===== src/rtl/wb_regfile.sv =====
// Write-back stage: MEM/WB pipeline latch feeding a 32-entry GPR array.
// Two combinational read ports see the pending latched write through a bypass.
module wb_regfile #(
    parameter int unsigned DATA_W = 32,
    parameter int unsigned ADDR_W = 5,
    parameter int unsigned NREG   = 32
) (
    input  logic              clk,
    input  logic              rst,
    input  logic [DATA_W-1:0] wb_wdata_i,
    input  logic [ADDR_W-1:0] wb_waddr_i,
    input  logic              wb_we_i,
    input  logic              wb_stall_i,
    input  logic              wb_flush_i,
    input  logic              re1_i,
    input  logic [ADDR_W-1:0] raddr1_i,
    output logic [DATA_W-1:0] rdata1_o,
    input  logic              re2_i,
    input  logic [ADDR_W-1:0] raddr2_i,
    output logic [DATA_W-1:0] rdata2_o,
    output logic [DATA_W-1:0] wb_wdata_o,
    output logic [ADDR_W-1:0] wb_waddr_o,
    output logic              wb_we_o
);

    typedef struct packed {
        logic [DATA_W-1:0] wdata;
        logic [ADDR_W-1:0] waddr;
        logic              we;
    } wb_latch_t;

    wb_latch_t         latch_q;
    logic [DATA_W-1:0] regs [NREG];

    // MEM/WB latch: flush beats stall
    always_ff @(posedge clk) begin
        if (rst) begin
            latch_q <= '0;
        end else if (wb_flush_i) begin
            latch_q <= '0;
        end else if (!wb_stall_i) begin
            latch_q.wdata <= wb_wdata_i;
            latch_q.waddr <= wb_waddr_i;
            latch_q.we    <= wb_we_i;
        end
    end

    // Commit uses the latch contents from before this edge; r0 never written
    always_ff @(posedge clk) begin
        if (rst) begin
            for (int i = 0; i < int'(NREG); i++) begin
                regs[ADDR_W'(i)] <= '0;
            end
        end else if (latch_q.we && (latch_q.waddr != '0)) begin
            regs[latch_q.waddr] <= latch_q.wdata;
        end
    end

    always_comb begin
        rdata1_o = '0;
        if (!rst && re1_i && (raddr1_i != '0)) begin
            if (latch_q.we && (latch_q.waddr == raddr1_i)) begin
                rdata1_o = latch_q.wdata;
            end else begin
                rdata1_o = regs[raddr1_i];
            end
        end
    end

    always_comb begin
        rdata2_o = '0;
        if (!rst && re2_i && (raddr2_i != '0)) begin
            if (latch_q.we && (latch_q.waddr == raddr2_i)) begin
                rdata2_o = latch_q.wdata;
            end else begin
                rdata2_o = regs[raddr2_i];
            end
        end
    end

    assign wb_wdata_o = latch_q.wdata;
    assign wb_waddr_o = latch_q.waddr;
    assign wb_we_o    = latch_q.we;

endmodule


===== config.mk =====
export PLATFORM = sky130hd
export DESIGN_NAME = wb_regfile
export DESIGN_NICKNAME = d
export VERILOG_FILES = /design/src/rtl/wb_regfile.sv
export SDC_FILE = /design/constraint.sdc
export NUM_CORES = 2
export LEC_CHECK = 0
export ABC_AREA = 1
export CAP_MARGIN = 20
export CORE_MARGIN = 8
export CORE_UTILIZATION = 55
export CTS_CLUSTER_DIAMETER = 200
export DETAILED_ROUTE_END_ITERATION = 8
export HOLD_SLACK_MARGIN = 0.15
export PLACE_DENSITY_LB_ADDON = 0.08
export SYNTH_ARGS = -nofsm -noshare
export SYNTH_HDL_FRONTEND = slang
export SYNTH_SLANG_ARGS = --single-unit
export TNS_END_PERCENT = 50

===== constraint.sdc =====
create_clock -name clk -period 2.42 [get_ports clk]
set_input_delay 0.242 -clock clk [delete_from_list [all_inputs] [get_ports clk]]
set_output_delay 0.242 -clock clk [all_outputs]
set_load 0.1 [all_outputs]

# [After elaboration in Yosys (flattened, before gate mapping)]
# Memories as Yosys holds them, arrays and structs flattened.
# Cells that the tools add are included.
[classes] add_sub_neg=0 multipliers=0 div=0 magnitude_cmp=0 n_eq_ne=2 shifts=0 mux=12 bitwise=0 n_reduce_logical=13
[ops] operator="$mux W32" count=5
[ops] operator="$reduce_or A32 Y1" count=1
[ops] operator="$reduce_bool A5 Y1" count=3
[ops] operator="$eq A5 B5 Y1" count=2
[ops] operator="$logic_and A1 B1 Y1" count=7
[ops] operator="$mux W1" count=6
[ops] operator="$mux W5" count=1
[ops] operator="$reduce_or A2 Y1" count=1
[ops] operator="$logic_not A1 Y1" count=1
[word_totals] register_bits=38 latch_bits=0 ramBits=1024 romBits=0 wordCells=31 n_memories=1
[memory_table] name="regs" depth=32 width=32 rd=2 rd_clocked_by_memory_dff=0 wr=32 line_no="33" rtl="logic [DATA_W-1:0] regs [NREG];"

# [Logic depth before layout (Yosys ltp)]
[logic_depth] depth_word=7 mapped_depth=12 ltp_nobuf=9

# [Least setup slack after synthesis]
# OpenSTA, ideal clock, no wires.
[synth_timing] path_type="register to output" startpoint="reg latch_q, in the netlist wb_waddr_o[4]" endpoint="out rdata2_o[23]" arrival_ns=3.802 required_ns=2.178 setup_slack_ns=-1.624 stages_incl_launch_ff=8 n_path_buf=1 path_cell_list="dfxtp_1 > clkinv_1 > o22ai_1 > nor2_1 > nand3_1 > clkbuf_1 > o21ai_0 > a21oi_1"
[synth_between] elab_chain_len=4
[synth_lines] element="start, declared" line_no="32" rtl="wb_latch_t latch_q;"
[synth_lines] element="$eq A5 B5 Y1" line_no="73" rtl="if (latch_q.we && (latch_q.waddr == raddr2_i)) begin"
[synth_lines] element="$logic_and A1 B1 Y1" line_no="73"
[synth_lines] element="$mux W32" line_no="73"
[synth_lines] element="$mux W32" line_no="72" rtl="if (!rst && re2_i && (raddr2_i != '0)) begin"
[synth_lines] element="end, declared" line_no="20" rtl="output logic [DATA_W-1:0] rdata2_o,"
# No other way between the ends.

# [Worst setup path after layout]
[layout_timing] startpoint="reg latch_q, in the netlist wb_waddr_o[1]" endpoint="out rdata2_o[0]"
# Same word-level chain as after synthesis.

==> results.md <==
- Boundary pin count: about 160
- Maxcap violations: 0
- Multi-input combinational cell area: ~25000 um^2
- Leakage power summed over all cells: 31.1 nW
- Port Buffer Count: approximately 160
- Global-route wire length before repair: between 300000 and 400000 um
- Average routed wire per standard cell: about 26 um
- Number of H-tree levels: 3
- Placed standard-cell area: 68800 um^2
- DRT antenna net count: 0
- Final Wtd Congestion: approximately 0.97
- Highest net fanout along the worst path: 8
- Most used standard cell by instance count after synthesis: sky130_fd_sc_hd__nand2_1
- Unrepaired setup endpoints after global routing: true
- Combined global-route utilization of all metal layers: between 40% and 50%
- Maximum number of pins on one net before global-route repair: 82
- Worst supply voltage drop on vdd: around 570 uV
- First-pass DRT Iterations: 7
- Violated checks: setup timing
- Mapped Area: 60900 um^2
- Worst hold path class: in -> reg
- Synth Instances: 8171
- Area Growth Syn to Fin: 21.7%
- FF-to-FF setup slack: 100 ps
- Result of the run: complete, but fails checks
- Worst endpoint data arrival time: around 2600 ps
- Final hold vios: 0
- Relative slew slack: around a fifth
- Vias in the first global route: 56600
- CTS tree: yes
- Proportion of layout cells with a drive suffix above 1: between 10% and 20%
- Synth area leaders: sky130_fd_sc_hd__edfxtp_1, sky130_fd_sc_hd__nand2_1, sky130_fd_sc_hd__nor2_1, sky130_fd_sc_hd__nand3_1, sky130_fd_sc_hd__inv_1
- FF+latch count, synth: about 1100
- Post-detailed-routing wire length: 256000 um
- Post-synth ARST share: 0%
- Core Footprint: ~110000 um^2
- Initial Util: roughly 55%
- Vias per std cell: ~6.1
- Worst Tran Pin Value: between 1000 and 1500 ps
- Final Worst Setup Slack: -389 ps
- Fin Clk Skew: 18.8 ps
- Required @ worst endpoint: between 2000 and 2500 ps
- Primary FF master, synth: sky130_fd_sc_hd__edfxtp_1
- Post-route clock period utilization: 116%
- Final net count: approximately 8400
- Number of pins exceeding their max-slew limit in the final report: 0
- Clock network latency to the later pin of the worst-skew pair: roughly 720 ps
- Maximum buffer depth of the clock tree: 3
- Number of failing setup endpoints in the final timing report: between 60 and 70
- Post-synth top area cell: sky130_fd_sc_hd__edfxtp_1
- Post-detailed-placement half-perimeter wirelength: between 150000 and 200000 um
- Clock transition at the registers of the reported paths: 60 ps
- Nature of the critical path startpoint: flip-flop
- Seq. cell area: about 32000 um^2
- Number of remaining DRC errors: 0
- Post-synthesis average cell area: approximately 7.4 um^2
- Number of CTS-inserted buffers: 117
- 1st-iter DRT viols: 9568
- Cell at the root of the clock tree: sky130_fd_sc_hd__clkbuf_16
- Power Density: 636 nW/um^2
- Startpoint-to-endpoint class of the critical path: reg -> out
- Fmax: between 300 and 400 MHz
- Synth top area share: ~51%
- Via total after detailed routing: 60310
- Number of enable-type register cells in the synthesized netlist: between 1000 and 1500
- Capturing element type of the critical path: output port
- Die boundary width: roughly 350 um
- # clock sinks: 1062
- Part of the Yosys area used for sequential elements: about 52%
- Number of antenna violations at the first check in global routing: 5
- Distinct cell type count of the synthesized netlist: 25
- Minimum clock period after layout: between 2000 and 3000 ps
- Total Die Area: roughly 120000 um^2
- Number of fill cells: slightly below 9000
- Number of synthesis warnings: 0
- Final standard cell area without fillers: 74100 um^2
- Setup TNS Final: -18260 ps
- Grt ovf: 0
- Top cells by count, synth: sky130_fd_sc_hd__nand2_1, sky130_fd_sc_hd__nor2_1, sky130_fd_sc_hd__nand3_1, sky130_fd_sc_hd__edfxtp_1, sky130_fd_sc_hd__inv_1
- Die outline height: between 300 and 400 um
- Number of core rows: 122
-- where the power goes --
part	internal (mW)	switching [mW]	total, mW
logic	2.32	5.41	7.74
registers	20.7	0.336	21.0
clock network	10.6	7.78	18.4
-- layout make-up --
| cell class | instances | area share (%) |
|---|---|---|
| sequential | 1062 | 42.6 |
| multi-input combinational | 5713 | 33.8 |
| timing repair buffer | 690 | 11.8 |
| clock buffer | 154 | 4.34 |
| inverter | 788 | 4.08 |
| tap | 1488 | 2.51 |
| clock inverter | 69 | 0.910 |
| antenna | 2 | 0.00676 |
-- per-stage QoR --
step           setup slack [ps]  utilization [%]  hold slack [ps]  total power [mW]  instances
6_report                   -389             67.2              226              47.1       9966
5_1_grt                    -410             67.2              196              48.2       9964
4_1_cts                    -317             67.0              166              46.8       9973
3_5_place_dp               -112             62.4              521              28.7       9687
3_3_place_gp               -121             62.4              506              28.6       9687
2_1_floorplan             -8.19                -              404              25.4       8202
-- critical path, stage by stage, from the launching register on --
cell                         delay (ps)
sky130_fd_sc_hd__dfxtp_4            410
sky130_fd_sc_hd__clkinvlp_4         170
sky130_fd_sc_hd__o22ai_4            180
sky130_fd_sc_hd__nor2_4              60
sky130_fd_sc_hd__nand3_4             90
sky130_fd_sc_hd__buf_12             200
sky130_fd_sc_hd__buf_12             170
sky130_fd_sc_hd__o21ai_2             70
sky130_fd_sc_hd__a21oi_4            260
sky130_fd_sc_hd__buf_12             210
-- sequential cells by signal, indices dropped and copies added, names as in the netlist --
register	flops
wb_wdata_o	32
wb_waddr_o	5
wb_we_o	1
regs	1024
-- timing repair --
action                                  in CTS  in global routing
pin swaps                                   36                 15
hold buffers                                27                  0
setup buffers                               30                 10
endpoints found under the setup margin      64                 89
gates resized for setup                    156                 78
endpoints found under the hold margin       26                  0
cloned                                       7                  2
-- path summary, 6_finish.rpt --
check | end | depth (start not counted) | from
worst max-delay path | rdata2_o[0] | 9 | wb_waddr_o[1]$_SDFFE_PP0N_
worst min register to register | wb_wdata_o[16]$_SDFFE_PP0N_ | 2 | wb_wdata_o[16]$_SDFFE_PP0N_
worst max register to register | regs[9][18]$_SDFFCE_PN0P_ | 11 | wb_waddr_o[0]$_SDFFE_PP0N_
worst min-delay path | wb_wdata_o[10]$_SDFFE_PP0N_ | 3 | wb_wdata_i[10]
-- placed cells by master (no fill, tap or decap), types with 5 or more instances in the layout --
| cell type | instances |
|---|---|
| sky130_fd_sc_hd__clkinv_2 | 32 |
| sky130_fd_sc_hd__nand3_1 | 1120 |
| sky130_fd_sc_hd__buf_12 | 246 |
| sky130_fd_sc_hd__nor2_1 | 1502 |
| sky130_fd_sc_hd__o21ai_1 | 21 |
| sky130_fd_sc_hd__o21ai_2 | 27 |
| sky130_fd_sc_hd__o21ai_0 | 95 |
| sky130_fd_sc_hd__bufinv_16 | 12 |
| sky130_fd_sc_hd__edfxtp_1 | 1024 |
| sky130_fd_sc_hd__nor3_1 | 7 |
| sky130_fd_sc_hd__clkinvlp_4 | 6 |
| sky130_fd_sc_hd__o211ai_1 | 52 |
| sky130_fd_sc_hd__nand3_2 | 5 |
| sky130_fd_sc_hd__clkbuf_16 | 123 |
| sky130_fd_sc_hd__nor2_2 | 5 |
| sky130_fd_sc_hd__dfxtp_1 | 32 |
| sky130_fd_sc_hd__buf_6 | 23 |
| sky130_fd_sc_hd__buf_16 | 7 |
| sky130_fd_sc_hd__a21oi_4 | 66 |
| sky130_fd_sc_hd__clkbuf_8 | 6 |
| sky130_fd_sc_hd__clkinv_1 | 18 |
| sky130_fd_sc_hd__a211oi_1 | 38 |
| sky130_fd_sc_hd__o21ai_4 | 19 |
| sky130_fd_sc_hd__buf_8 | 9 |
| sky130_fd_sc_hd__clkbuf_1 | 27 |
| sky130_fd_sc_hd__a21oi_1 | 62 |
| sky130_fd_sc_hd__clkdlybuf4s50_1 | 41 |
| sky130_fd_sc_hd__nand2_2 | 66 |
| sky130_fd_sc_hd__inv_1 | 774 |
| sky130_fd_sc_hd__dlygate4sd3_1 | 27 |
| sky130_fd_sc_hd__nor2_4 | 5 |
| sky130_fd_sc_hd__conb_1 | 32 |
| sky130_fd_sc_hd__dfxtp_4 | 6 |
| sky130_fd_sc_hd__buf_4 | 331 |
| sky130_fd_sc_hd__nand2_1 | 2571 |
-- logic make-up (layout without fill, tap and decap cells) --
| group | after synthesis | count (layout) | synth area share [%] |
|---|---|---|---|
| buffers and inverters | 1428 | 1701 | 9.64 |
| AOI/OAI and AO/OA | 388 | 388 | 3.57 |
| other | 1 | 34 | 0.00616 |
| xor gates and xnor gates | 1 | 1 | 0.0144 |
| and+or+nand+nor | 5291 | 5292 | 35.0 |
| DFF | 1062 | 1062 | 51.8 |
-- routing by layer --
layer  track usage [%]  vias to the layer above  share of wire [%]
li1                  -                    26346                  -
met1              52.9                    27843                 35
met2              59.4                     5023                 42
met3              12.7                     1096                 16
met4              25.4                        2                7.5
met5                 0                        -             0.0051
(Power assumes the default switching activity.)
